**config.mk**
```make
export PLATFORM = sky130hd
export DESIGN_NAME = shiftreg_piso_stream
export DESIGN_NICKNAME = d
export VERILOG_FILES = /design/src/rtl/shiftreg_pkg.sv /design/src/rtl/shiftreg_piso_stream.sv
export SDC_FILE = /design/constraint.sdc
export NUM_CORES = 1
export LEC_CHECK = 0
export CAP_MARGIN = 10
export CORE_MARGIN = 10
export CORE_UTILIZATION = 30
export DETAILED_ROUTE_END_ITERATION = 8
export PLACE_DENSITY = 0.46
export REMOVE_ABC_BUFFERS = 1
export SLEW_MARGIN = 20
export SYNTH_ARGS = -nofsm -noshare
export SYNTH_HDL_FRONTEND = slang
export SYNTH_SLANG_ARGS = --single-unit
```
**constraint.sdc**
```tcl
create_clock -name clk -period 2 [get_ports clk]
set_clock_uncertainty 0.1 [all_clocks]
set_input_delay 0.2 -clock clk [delete_from_list [all_inputs] [get_ports clk]]
set_output_delay 0.2 -clock clk [all_outputs]
set_load 0.05 [all_outputs]
```
**src/rtl/shiftreg_pkg.sv**
```systemverilog
// Shared types and limits for the shift-register family of blocks.
package shiftreg_pkg;

  typedef enum logic {PISO_IDLE, PISO_SHIFT} piso_state_t;

  localparam int PISO_MIN_WIDTH = 2;

endpackage

```
**src/rtl/shiftreg_piso_stream.sv**
```systemverilog
// Parallel-in/serial-out shifter with a valid/ready word input, a one-word holding
// buffer for gapless back-to-back words, and first/last framing on the serial side.
module shiftreg_piso_stream
  import shiftreg_pkg::*;
#(
  parameter int   WIDTH      = 16,
  parameter bit   MSB_FIRST  = 1'b1,
  parameter logic IDLE_LEVEL = 1'b0
) (
  input  logic             clk,
  input  logic             rst,
  input  logic             flush,
  input  logic             in_valid,
  output logic             in_ready,
  input  logic [WIDTH-1:0] din,
  output logic             dout,
  output logic             out_valid,
  output logic             out_first,
  output logic             out_last,
  output logic             busy
);

  localparam int            CW       = $clog2(WIDTH);
  localparam logic [CW-1:0] CNT_LAST = CW'(WIDTH - 1);

  if (WIDTH < PISO_MIN_WIDTH) begin : g_width_check
    $error("shiftreg_piso_stream: WIDTH must be at least %0d", PISO_MIN_WIDTH);
  end

  piso_state_t      state, state_next;
  logic [WIDTH-1:0] hold, hold_next;
  logic [WIDTH-1:0] sreg, sreg_next;
  logic             hold_valid, hold_valid_next;
  logic [CW-1:0]    cnt, cnt_next;
  logic             accept;
  logic             load;

  // Every output is a decode of registered state, so none depends on in_valid.
  assign in_ready  = !hold_valid;
  assign out_valid = (state == PISO_SHIFT);
  assign out_first = out_valid && (cnt == '0);
  assign out_last  = out_valid && (cnt == CNT_LAST);
  assign busy      = hold_valid || out_valid;
  assign dout      = out_valid ? (MSB_FIRST ? sreg[WIDTH-1] : sreg[0]) : IDLE_LEVEL;

  // Accept needs an empty hold and load needs a full one, so they never collide.
  assign accept = in_valid && in_ready;
  assign load   = hold_valid && (!out_valid || out_last);

  always_comb begin
    state_next      = state;
    hold_next       = hold;
    hold_valid_next = hold_valid;
    sreg_next       = sreg;
    cnt_next        = cnt;

    if (flush) begin
      state_next      = PISO_IDLE;
      hold_valid_next = 1'b0;
      cnt_next        = '0;
    end else begin
      if (accept) begin
        hold_next       = din;
        hold_valid_next = 1'b1;
      end

      // Reloading on the last bit is what keeps consecutive words gapless.
      if (load) begin
        sreg_next       = hold;
        cnt_next        = '0;
        state_next      = PISO_SHIFT;
        hold_valid_next = 1'b0;
      end else if (out_valid) begin
        if (out_last) begin
          state_next = PISO_IDLE;
          cnt_next   = '0;
        end else begin
          sreg_next = MSB_FIRST ? {sreg[WIDTH-2:0], 1'b0} : {1'b0, sreg[WIDTH-1:1]};
          cnt_next  = cnt + CW'(1);
        end
      end
    end
  end

  always_ff @(posedge clk or negedge rst) begin
    if (!rst) begin
      state      <= PISO_IDLE;
      hold       <= '0;
      hold_valid <= 1'b0;
      sreg       <= '0;
      cnt        <= '0;
    end else begin
      state      <= state_next;
      hold       <= hold_next;
      hold_valid <= hold_valid_next;
      sreg       <= sreg_next;
      cnt        <= cnt_next;
    end
  end

endmodule
```
==> reports/results.txt <==
Status -> finished, final reports clean
Commonest non-fill, non-tap cell in the layout -> dfrtp_1
Rows -> 27
CTS tree -> built
TritonRoute pass-1 iters -> 4
Worst skew pair latency -> 0.29 ns
Inserted Clock Buffers -> 5
CTS Root Cell -> clkbuf_8
Worst Tran Pin Value -> 0.4828 ns
Layout Nets -> 184
Crit. End Element -> primary output
Vias in the first global route -> 1203
Antenna viol nets, final -> 0
Pleak -> 1.001 nW
Clock buffer depth -> 2
Setup CP Type -> register to primary output
DRC viols -> 0
Via count -> 1132
Setup repair after global routing missed its margin -> false
Htree depth -> 2
Post-synthesis sequential area ratio -> 55.07%
Max Freq -> 0.5363 GHz
R2R Path End -> sreg[15]$_DFFE_PN0P_
Syn avg cell area -> 13.38 um2
Core area -> 5540 um2
Setup crit start kind -> register
Layout cells sized above 1 -> 31.90%
Chip height -> 95.87 um
Final GP Congestion -> 0.7427
GRT Total Usage -> 8.619%
Total Power -> 2.036 mW
Starting Density -> 31.17%
PwrDens -> 929.4 nW/um2
Largest net degree at the start of global routing -> 39
Area delta synth->final -> 26.88%
Detail Placement HPWL -> 2439 um
Drt total wl -> 3586 um
Max_cap viols -> 0
Unique masters post-synth -> 29
Avg Vias per Cell -> 4.817
Worst R2R Start -> cnt[0]$_DFFE_PN0P_
Delay of the slowest cell on the worst path -> 0.39 ns
Syn Inst Count -> 129
Final setup fails -> 0
WP buf/inv -> 1
Final Hold Vio Count -> 0
Commonest cells after routing, fill and taps aside -> dfrtp_1 (38), clkdlybuf4s50_1 (18), mux2_2 (17)
Initial antenna violation count -> 0
Synth Cell Area -> 1727 um2
FFs w/ async S/R, synth -> 100.0%
Die Width -> 95.87 um
Die ar. -> 9190 um2
First-pass GRT wire length -> 6106 um
Synth Flop Type -> dfrtp_1
Peak supply drop -> 0.3207 mV
Area leader, netlist -> dfrtp_1
GRT overflow -> 0
Crit. path cell count -> 4
Routed wire per std cell -> 15.26 um
R2R cell count -> 4
Fin. max-slew vios -> 0
Iter 0 DRT Violations -> 60
Post-synthesis register bit count -> 38
Final period utilization -> 93.24%
Worst path required time -> 1.70 ns
Worst-path clk slew -> 0.07 ns
Final core occ -> 39.54%
Clock Sinks -> 38
Crit path cell chain -> ha_1, nand3_4, nor2_2, buf_12
Worst Path Max Fanout -> 22
CP max stage cell -> dfrtp_1
Syn. warnings -> 0
CP delay by family, top -> simple AND/OR/NAND/NOR gates
Top-level port count -> 26
Min-delay worst type -> input port to asynchronous set/reset pin
EDFF count, synth -> 0
Flop-to-flop setup slack -> 0.18 ns
Yosys top cell area share -> 55.07%
Number of port buffers -> 25
# diodes -> 0
Post-layout min period -> 1.865 ns
Top cells by area, synth -> dfrtp_1 (55%), mux2_2 (11%), and3_1 (5.4%), a221o_1 (5.2%), a221o_2 (3.9%)
CP Data Arrival Time -> 1.56 ns
Slew headroom -> 67.74%
==> worst max-delay path by stage <==
stage / slack, ns / end / start
2_1_floorplan: -0.89 / out_first / out_valid$_DFF_PN0_
6_report: 0.14 / out_last / cnt[0]$_DFFE_PN0P_
3_5_place_dp: 0.11 / hold[0]$_DFFE_PN0P_ / flush
5_1_grt: 0.002 / out_last / cnt[0]$_DFFE_PN0P_
3_3_place_gp: 0.16 / hold[10]$_DFFE_PN0P_ / flush
4_1_cts: 0.06 / out_last / cnt[0]$_DFFE_PN0P_
==> power by group <==
part	switching [mW]	internal, mW	leakage [nW]	total [mW]
Clock	0.262	0.373	0.0524	0.635
Combinational	0.150	0.227	0.473	0.378
Sequential	0.0884	0.935	0.476	1.02
Total	0.500	1.54	1.00	2.04
==> repair_timing <==
action | 4_1_cts | 5_1_grt
setup buffers | 0 | 0
setup endpoints to repair | 0 | 2
hold endpoints to repair | 38 | 0
hold buffers | 1 | 0
gates resized for setup | 0 | 2
==> registers in the layout (all words and copies together), names as in the netlist <==
name        count
sreg           16
out_valid       1
hold_valid      1
cnt             4
hold           16
==> layer usage <==
layer | vias to the layer above | global-route usage (%) | routed length, um | part of all wire [%]
met5 | - | 0 | 0 | 0
met4 | 0 | 2.948 | 49 | 1.4
met3 | 6 | 3.891 | 225 | 6.3
li1 | 543 | - | - | -
met2 | 23 | 13.26 | 1637 | 46
met1 | 560 | 10.48 | 1674 | 47
==> cell type report <==
cell class	count	area (um2)
Clock inverter	1	30.03
Multi-Input combinational cell	77	695.7
Timing Repair Buffer	34	325.3
Inverter	6	22.52
Sequential cell	38	950.9
Fill cell	558	3349
Clock buffer	7	76.32
Tap cell	72	90.09
==> logic make-up after synthesis <==
group / Yosys count / synth area share (%)
buffers and inverters: 14 / 5.145
DFF: 38 / 55.07
xor gates and xnor gates: 1 / 0.5073
muxes: 17 / 11.09
AOI/OAI and AO/OA: 23 / 13.33
and+or+nand+nor: 34 / 13.41
adders and majority gates: 2 / 1.449
==> cells in the mapped netlist (all sizes together), types with 2 or more instances <==
cell type and instances:
dfrtp 38, mux2 17, a221o 15, and3 15
buf 7, inv 6, nand3 5, a21oi 4
nand2 4, nor2 3, ha 2
==> through the flow <==
step | hold WS [ns] | TNS (ns) | std cells | area (um2) | setup WS, ns
final | 0.3854 | 0 | 235 | 2191 | 0.1352
after global routing | 0.4058 | 0 | 235 | 2191 | 0.001782
after global placement | 0.1815 | 0 | 226 | 2066 | 0.1600
after CTS | 0.4041 | 0 | 235 | 2182 | 0.05531
after floorplan | -0.1956 | -0.8908 | 121 | 1660 | -0.8908
after detailed placement | 0.1866 | 0 | 226 | 2066 | 0.1119
==> tightest hold or removal path, cell delays in order <==
cell           delay, ns
dlygate4sd3_1       0.52
buf_2               0.09
buf_4               0.41
No activity file was read; power rests on OpenSTA's default activity.
